## src/rtl/pwf_ctrl_if.sv

```systemverilog
// Event channel from pwf_ctrl to its downstream consumer: a width/verdict
// record transferred with a valid/ready handshake.
`timescale 1ns/1ps
interface pwf_ctrl_if #(
  parameter int CNT_W = 8
);
  logic             evt_valid;
  logic             evt_ready;
  logic [CNT_W-1:0] evt_width;
  logic             evt_ok;

  modport master (output evt_valid, output evt_width, output evt_ok, input evt_ready);
  modport slave  (input evt_valid, input evt_width, input evt_ok, output evt_ready);
endinterface

```

## src/rtl/pwf_ctrl.sv

```systemverilog
// Pulse-width filter and measurement controller: synchronizes `a`, qualifies
// pulses against min_r, drives `c`, reports width/verdict. Option macro: PWF_CTRL_TIMEOUT_EN.
`timescale 1ns/1ps
module pwf_ctrl #(
  parameter int CNT_W       = 8,
  parameter int SYNC_STAGES = 2
) (
  input  logic             clk4m,
  input  logic             rst,
  input  logic             a,
  input  logic             cfg_we,
  input  logic [CNT_W-1:0] cfg_min,
  input  logic [CNT_W-1:0] cfg_max,
  output logic             c,
  output logic             busy,
  output logic             ovf,
  pwf_ctrl_if.master       evt
);

  localparam logic [1:0] S_IDLE     = 2'd0;
  localparam logic [1:0] S_MEAS     = 2'd1;
  localparam logic [1:0] S_REPORT   = 2'd2;
  localparam logic [1:0] S_WAIT_LOW = 2'd3;

  localparam logic [CNT_W-1:0] CNT_MAX = '1;
  localparam logic [CNT_W-1:0] CNT_ONE = CNT_W'(1);
  localparam int unsigned      MAX_INT = (CNT_W >= 31) ? 32'h7FFF_FFFF : ((32'd1 << CNT_W) - 32'd1);
  // Default window clamped so narrow counters still get a representable value.
  localparam logic [CNT_W-1:0] MIN_RST = CNT_W'((MAX_INT < 32'd10) ? MAX_INT : 32'd10);
  localparam logic [CNT_W-1:0] MAX_RST = CNT_W'((MAX_INT < 32'd16) ? MAX_INT : 32'd16);

  logic [SYNC_STAGES-1:0] sync_q, sync_d;
  logic [SYNC_STAGES-1:0] vld_q, vld_d;
  logic                   a_s;
  logic                   a_s_dly_q, a_s_dly_d;
  logic                   rise;

  logic [1:0]       state_q, state_d;
  logic [CNT_W-1:0] cnt_q, cnt_d;
  logic [CNT_W-1:0] cnt_inc;
  logic [CNT_W-1:0] min_eff;
  logic [CNT_W-1:0] min_q, min_d;
  logic [CNT_W-1:0] max_q, max_d;
  logic [CNT_W-1:0] width_q, width_d;
  logic             ok_q, ok_d;
  logic             c_q, c_d;
  logic             valid_q, valid_d;
  logic             busy_q, busy_d;
  logic             ovf_q, ovf_d;

  // vld tracks which synchronizer stages hold a real post-reset sample.
  genvar gi;
  generate
    for (gi = 0; gi < SYNC_STAGES; gi++) begin : g_sync
      if (gi == 0) begin : g_first
        assign sync_d[gi] = a;
        assign vld_d[gi]  = 1'b1;
      end else begin : g_next
        assign sync_d[gi] = sync_q[gi-1];
        assign vld_d[gi]  = vld_q[gi-1];
      end
    end
  endgenerate

  assign a_s = sync_q[SYNC_STAGES-1];

  // The delayed copy idles high until the chain is refilled, so a level that
  // was already high across reset is not taken for a new rising edge.
  assign a_s_dly_d = vld_q[SYNC_STAGES-1] ? a_s : 1'b1;
  assign rise      = a_s & ~a_s_dly_q;

  assign cnt_inc = (cnt_q == CNT_MAX) ? cnt_q : (cnt_q + CNT_ONE);
  assign min_eff = (min_q == '0) ? CNT_ONE : min_q;

  always_comb begin
    state_d = state_q;
    cnt_d   = cnt_q;
    min_d   = min_q;
    max_d   = max_q;
    width_d = width_q;
    ok_d    = ok_q;
    c_d     = c_q;
    ovf_d   = ovf_q;

    case (state_q)
      S_IDLE: begin
        if (cfg_we) begin
          min_d = cfg_min;
          max_d = cfg_max;
          ovf_d = 1'b0;
        end
        if (rise) begin
          state_d = S_MEAS;
          cnt_d   = CNT_ONE;
          c_d     = (CNT_ONE >= min_eff);
        end
      end

      S_MEAS: begin
        if (!a_s) begin
          state_d = S_REPORT;
          width_d = cnt_q;
          ok_d    = (min_q <= cnt_q) && (cnt_q <= max_q);
          c_d     = 1'b0;
        end
`ifdef PWF_CTRL_TIMEOUT_EN
        else if (cnt_q == CNT_MAX) begin
          state_d = S_REPORT;
          width_d = CNT_MAX;
          ok_d    = 1'b0;
          c_d     = 1'b0;
        end
`endif
        else begin
          cnt_d = cnt_inc;
          if (cnt_inc >= min_eff) begin
            c_d = 1'b1;
          end
        end
      end

      S_REPORT: begin
        if (rise) begin
          ovf_d = 1'b1;
        end
        if (valid_q && evt.evt_ready) begin
          state_d = a_s ? S_WAIT_LOW : S_IDLE;
        end
      end

      S_WAIT_LOW: begin
        c_d = 1'b0;
        if (!a_s) begin
          state_d = S_IDLE;
        end
      end

      default: begin
        state_d = S_IDLE;
        c_d     = 1'b0;
      end
    endcase
  end

  assign valid_d = (state_d == S_REPORT);
  assign busy_d  = (state_d != S_IDLE);

  always_ff @(posedge clk4m) begin
    if (rst) begin
      sync_q    <= '0;
      vld_q     <= '0;
      a_s_dly_q <= 1'b1;
      state_q   <= S_IDLE;
      cnt_q     <= '0;
      min_q     <= MIN_RST;
      max_q     <= MAX_RST;
      width_q   <= '0;
      ok_q      <= 1'b0;
      c_q       <= 1'b0;
      valid_q   <= 1'b0;
      busy_q    <= 1'b0;
      ovf_q     <= 1'b0;
    end else begin
      sync_q    <= sync_d;
      vld_q     <= vld_d;
      a_s_dly_q <= a_s_dly_d;
      state_q   <= state_d;
      cnt_q     <= cnt_d;
      min_q     <= min_d;
      max_q     <= max_d;
      width_q   <= width_d;
      ok_q      <= ok_d;
      c_q       <= c_d;
      valid_q   <= valid_d;
      busy_q    <= busy_d;
      ovf_q     <= ovf_d;
    end
  end

  assign c             = c_q;
  assign busy          = busy_q;
  assign ovf           = ovf_q;
  assign evt.evt_valid = valid_q;
  assign evt.evt_width = width_q;
  assign evt.evt_ok    = ok_q;

endmodule

```

## src/flat_wrapper.sv

```systemverilog
// flat-port wrapper written by rule: the top's interface ports become plain ports
module pwf_ctrl_flat 
#(
  parameter int CNT_W       = 8,
  parameter int SYNC_STAGES = 2
)
  (clk4m, rst, a, cfg_we, cfg_min, cfg_max, c, busy, ovf, evt_evt_valid, evt_evt_width, evt_evt_ok, evt_evt_ready);
  pwf_ctrl_if #(.CNT_W(CNT_W)) evt_i ();
  input  logic clk4m;
  input  logic rst;
  input  logic a;
  input  logic cfg_we;
  input  logic [CNT_W-1:0] cfg_min;
  input  logic [CNT_W-1:0] cfg_max;
  output logic c;
  output logic busy;
  output logic ovf;
  output wire logic [$bits(evt_i.evt_valid)-1:0] evt_evt_valid;
  output wire logic [$bits(evt_i.evt_width)-1:0] evt_evt_width;
  output wire logic [$bits(evt_i.evt_ok)-1:0] evt_evt_ok;
  input wire logic [$bits(evt_i.evt_ready)-1:0] evt_evt_ready;
  assign evt_evt_valid = evt_i.evt_valid;
  assign evt_evt_width = evt_i.evt_width;
  assign evt_evt_ok = evt_i.evt_ok;
  assign evt_i.evt_ready = evt_evt_ready;
  pwf_ctrl #(.CNT_W(CNT_W), .SYNC_STAGES(SYNC_STAGES)) u_core (.clk4m(clk4m), .rst(rst), .a(a), .cfg_we(cfg_we), .cfg_min(cfg_min), .cfg_max(cfg_max), .c(c), .busy(busy), .ovf(ovf), .evt(evt_i));
endmodule
```

## config.mk

```make
export PLATFORM = sky130hd
export DESIGN_NAME = pwf_ctrl_flat
export DESIGN_NICKNAME = d
export VERILOG_FILES = /design/src/rtl/pwf_ctrl_if.sv /design/src/rtl/pwf_ctrl.sv /design/src/flat_wrapper.sv
export SDC_FILE = /design/constraint.sdc
export NUM_CORES = 1
export LEC_CHECK = 0
export CAP_MARGIN = 25
export CORE_MARGIN = 2
export CORE_UTILIZATION = 54
export CTS_BUF_LIST = sky130_fd_sc_hd__clkbuf_16
export DETAILED_ROUTE_END_ITERATION = 8
export GPL_TIMING_DRIVEN = 0
export HOLD_SLACK_MARGIN = 0.02
export PLACE_DENSITY = 0.81
export SLEW_MARGIN = 10
export SYNTH_ARGS = -nofsm -noshare
export SYNTH_HDL_FRONTEND = slang
export SYNTH_SLANG_ARGS = --single-unit
```

## constraint.sdc

```tcl
create_clock -name clk4m -period 3.7 [get_ports clk4m]
set_clock_uncertainty 0.2 [all_clocks]
set_input_delay 0.925 -clock clk4m [delete_from_list [all_inputs] [get_ports clk4m]]
set_output_delay 0.925 -clock clk4m [all_outputs]
set_load 0.02 [all_outputs]
```

Yosys cells after proc, flatten, opt, wreduce, memory -nomap -nowiden
Index checks and enable logic that the tools add are counted.
{"block": "totals", "regBits": 44, "inputBits": 21, "output_inout_bits": 13, "word_cells": 66}
{"block": "op_classes", "addsub": 1, "magnitude_cmp": 4, "eq_ne": 10, "n_mux": 19, "bitwise": 4, "reduce_logical": 14}
{"cell": "8-bit two-way mux", "n": 4}
{"cell": "8-bit less-or-equal comparator", "n": 2}
{"cell": "8-bit one-hot mux with 2 select lines", "n": 1}
{"cell": "2-bit two-way mux", "n": 5}
{"cell": "3-bit AND reduction", "n": 3}
{"cell": "8-bit by 1-bit adder with 8-bit output, second input constant", "n": 1}
{"cell": "8-bit equality test, second input constant", "n": 1}
{"cell": "1-bit by 8-bit greater-or-equal comparator with 1-bit output, first input constant", "n": 1}
{"cell": "8-bit greater-or-equal comparator", "n": 1}
{"cell": "8-bit zero test", "n": 1}
{"cell": "2-bit one-hot mux with 4 select lines", "n": 1}
{"cell": "2-bit equality test, second input constant", "n": 3}
{"cell": "1-bit two-way mux", "n": 6}
{"cell": "2-bit by 1-bit != test with 1-bit output, second input constant", "n": 3}
{"cell": "2-bit nonzero test", "n": 3}
{"cell": "2-bit AND reduction", "n": 2}
{"cell": "3-bit != test, second input constant", "n": 1}
{"cell": "1-bit inverter", "n": 3}
{"cell": "1-bit one-hot mux with 3 select lines", "n": 1}
{"cell": "3-bit nonzero test", "n": 1}
{"cell": "2-bit by 1-bit equality test with 1-bit output, second input constant", "n": 1}
{"cell": "1-bit logical AND", "n": 2}
{"cell": "2-bit zero test", "n": 1}
{"cell": "2-bit != test, second input constant", "n": 1}
{"cell": "3 further kinds", "n": 3}

Longest topological paths before layout
{"block": "logic_depth", "ltp_word": 6, "ltp_mapped": 12, "mapped_depth_nobuf": 11}

Worst setup path after synthesis
OpenSTA, ideal clock, no wires.
{"block": "synth_path", "kind": "register -> register", "from": "reg u_core.cnt_q[0]", "to": "reg u_core.c_q (netlist: u_core.c)", "setup_time_ns": 0.122, "arrival_time_ns": 2.620, "t_required_ns": 3.378, "slack_ns": 0.758, "path_stages_with_launch": 11, "path_buffers": 1, "synth_period_minus_slack_ns": 2.942, "path_cell_list": "dfxtp_1 -> ha_1 -> nand4_2 -> or3_4 -> buf_6 -> xnor2_1 -> ha_1 -> nand2b_1 -> a2111oi_0 -> nor4_1 -> o311a_1"}
{"block": "synth_between", "elab_chain_len": 5, "elab_cells_between_ends": 6, "classes_between": "add/sub (1); order compare (1); eq/ne (2); mux (1); reduce/logical (1)"}
{"element": "start: declaration", "line": "pwf_ctrl.sv:39", "text": "logic [CNT_W-1:0] cnt_q, cnt_d;"}
{"element": "start signal: assignment", "line": "pwf_ctrl.sv:168", "text": "cnt_q <= cnt_d;"}
{"element": "8-bit by 1-bit adder with 8-bit output / 8-bit equality test (equally long branches)", "line": "pwf_ctrl.sv:72", "text": "assign cnt_inc = (cnt_q == CNT_MAX) ? cnt_q : (cnt_q + CNT_ONE);"}
{"element": "8-bit two-way mux (*)", "line": "pwf_ctrl.sv:72"}
{"element": "8-bit greater-or-equal comparator (*)", "line": "pwf_ctrl.sv:116", "text": "if (cnt_inc >= min_eff) begin"}
{"element": "3-bit != test (no line) (*)"}
{"element": "3-bit AND reduction (no line) (*)"}
{"element": "end signal: assignment", "line": "pwf_ctrl.sv:159", "text": "c_q <= 1'b0;"}
{"element": "end signal: assignment", "line": "pwf_ctrl.sv:173", "text": "c_q <= c_d;"}
{"element": "end: declaration", "line": "pwf_ctrl.sv:46", "text": "logic c_q, c_d;"}
Mark *: on every way between the ends. The rest lies on a longest branch, timed or not.
A chain may end at the register's enable or synchronous reset.

Final worst setup path
Same ends and word-level chain as after synthesis.

==> results.toml <==
[worst_setup_path]
end_kind = "register"
r2r_end = "u_core.c"
required_ps = 3680
cp.arrival_ps = 3230
reg2reg_from = "u_core.cnt_q[0]"
reg2reg_depth = 10
critPathKind = "register to register"
cp-start-kind = "register"
r2r_setup_slack_ps = 440
cp_max_fo = 10

[clock_network]
cts_sinks = 44
cts_tree = "yes"
ctsHoldBuffers = 0
worst_skew_pair.late_latency_ps = 290
htreeDepth = 2
cts_buffer_depth = 2
clk_pin_slew_ps = 60
cts_root_buf = "clkbuf_16"
cts_made_buffers = 5
ctsResizeCount = 0
cts_setup_buffers = 0

[worst_hold_path]
min_from = "u_core.vld_q[1]"
hold_path_depth = 1
hold_path.class = "register to register"
min_to = "u_core.a_s_dly_q"

[yosys]
async_flop_share_pct = 0
syn_avg_cell_area_um2 = 7.90
synth_top_area_share_pct = 36.4
synth_area_leaders = "dfxtp_1 36%, ha_1 13%, nand2_1 9.8%, a21oi_1 8.5%, inv_1 3.9%"
ys.flop_type = "dfxtp_1"
synth_seq_area_share_pct = 36.4
ys_warn_count = 0
netlist_area_um2 = 2420
synth_top_cells_by_count = "63 x nand2_1, 44 x dfxtp_1, 41 x a21oi_1"
synth_edf_count = 0
yosysMostFrequentCell = "nand2_1"
synth_seq_cells = 44
yosysUniqueCellTypes = 41
syn_nets = 352
yosys.area.top_type = "dfxtp_1"
synthCells = 306

[die]
ios = 34
core_area_um2 = 4320
dieWidth_um = 70.9
core.rowCount = 24
die_h_um = 70.9
initial_core_util_pct = 55.9
die_area_um2 = 5030

[status]
status = "finished clean"

[placed_design]
dp_hpwl_mm = 4.22
io_buffers = 32
place_congestion = 0.894

[cells_and_area]
n_fill_cell = 371
seq_area_um2 = 881
areaGrowthSynthToFinish_pct = 22.9
nets = 391
postLayoutCoreUtil_pct = 68.7
antenna_cells = 0
multiInputGateArea_um2 = 1350
drive_gt1_share_pct = 6.36

[sta]
hold_viol_final = 0
maxSlewViolCount = 0
tns_ps = 0
timing.fmax_mhz = 307
relSlewSlack_pct = 38.1
finalSetupViolCount = 0
rsz0062_at_grt = "false"
post-route-period-util_pct = 88.0
worst_pin_slew_ps = 925
fin_crit_ps = 3260

[power_and_ir_drop]
p_int_mw = 0.855
peakVddDrop_v = 0.000285
p_sw_mw = 0.252
p_clk_share_pct = 45.7
switching_share_pct = 22.8
p_leak_nw = 1.20
combPwrFrac_pct = 9.4
power_density_nw_per_um2 = 373
pwr-share-seq_pct = 45.0

[route]
ant_nets = 0
avgRoutedWirePerCell_um = 14.7
wl_mm = 5.84
remaining_drc_errors = 0
first_iter_violations = 141
viasPerCell = 5.59
dr.pass1.iters = 5
num_vias = 2226

[grt]
grt_pass1_vias = 2102
grt_start_max_net_pins = 15
grt_overflow = 0
grt_pass1_wl_mm = 9.63
antenna_found_initial = 0
track_usage_pct = 24.5

[run]
cap_violations = 0
==> power by group through the flow <==
stage,sequential (mW),combinational (mW),clock (mW)
2_1_floorplan,0.505,0.0623,0
3_3_place_gp,0.508,0.0987,0
3_5_place_dp,0.508,0.102,0
4_1_cts,0.498,0.103,0.510
5_1_grt,0.499,0.115,0.533
6_report,0.498,0.104,0.505
==> layout by cell type (no fill, tap or decap), types with 2 or more instances in the layout <==
cell             count
inv_1               25
ha_1                25
or2_2                2
clkbuf_16            5
clkbuf_1             8
nor2b_1              4
nor3_1               6
and3_1               3
clkdlybuf4s50_1     32
buf_6                2
nand4_1              4
clkinv_1             2
xnor2_1              5
a31oi_1              4
nand2_1             63
or3_2                2
dfxtp_1             44
o21a_1               3
buf_4                5
nand2b_1             3
o311a_1              2
nand3_1              8
nand3b_1             2
o21ai_0             12
o211ai_1             4
nor3b_1              2
a21oi_1             41
nor2_1              11
==> through the flow <==
| stage | hold WS (ps) | std cells | worst slack [ps] | cell area [µm²] | power (mW) |
|---|---|---|---|---|---|
| after floorplan | 143 | 306 | 758 | 2420 | 0.568 |
| after global placement | 145 | 390 | 482 | 2800 | 0.606 |
| after detailed placement | 161 | 390 | 489 | 2800 | 0.610 |
| after CTS | 182 | 398 | 456 | 2970 | 1.11 |
| after global routing | 211 | 398 | 214 | 2970 | 1.15 |
| final | 185 | 398 | 444 | 2970 | 1.11 |
==> critical path, cell delays in order, from the launching register on <==
cell	delay (ps)
dfxtp_1	530
ha_1	320
nand4_2	170
or3_4	410
buf_6	150
xnor2_1	130
ha_1	290
nand2b_1	140
a2111oi_0	400
nor4_1	120
o311a_1	290
==> worst max-delay path by stage <==
| stage | end | from | cells past startpoint |
|---|---|---|---|
| detailed placement | u_core.c | u_core.cnt_q[0] | 10 |
| finish | u_core.c | u_core.cnt_q[0] | 10 |
| floorplan | u_core.c | u_core.cnt_q[0] | 10 |
| global route | u_core.c | u_core.cnt_q[0] | 11 |
| CTS | u_core.c | u_core.cnt_q[0] | 10 |
| global placement | u_core.c | u_core.cnt_q[0] | 10 |
==> area by class of cell <==
cell class,count,share of cell area (%)
Timing Repair Buffer,32,10.8
Tap cell,52,2.19
Clock buffer,5,4.21
Multi-Input combinational cell,221,45.4
Sequential cell,44,29.7
Buffer,15,3.03
Inverter,26,3.29
Clock inverter,3,1.43
==> kinds of logic after synthesis <==
group	share of synthesized area, %
AO/OA/AOI/OAI	18.2
AND/OR/NAND/NOR	22.8
XOR/XNOR	1.81
buffers and inverters	7.76
flip-flops	36.4
adder cells (fa/ha/maj)	12.9
==> flip-flops by register name, summed over array words and instances (netlist names) <==
| register | flops |
|---|---|
| u_core.evt.evt_ok | 1 |
| u_core.ovf | 1 |
| u_core.vld_q | 2 |
| u_core.a_s_dly_q | 1 |
| u_core.busy | 1 |
| u_core.state_q | 2 |
| u_core.max_q | 8 |
| u_core.evt.evt_width | 8 |
| u_core.sync_q | 2 |
| u_core.c | 1 |
| u_core.evt.evt_valid | 1 |
| u_core.min_q | 8 |
| u_core.cnt_q | 8 |
==> metal layers <==
| layer | up-vias | GRT usage, % | wire length, µm |
|---|---|---|---|
| met2 | 65 | 39.3 | 2720 |
| met5 | - | 0 | 0 |
| li1 | 1124 | - | - |
| met1 | 1020 | 32.1 | 2600 |
| met4 | 0 | 10.9 | 151 |
| met3 | 17 | 4.84 | 377 |
Power figures use the tool's default switching activity.
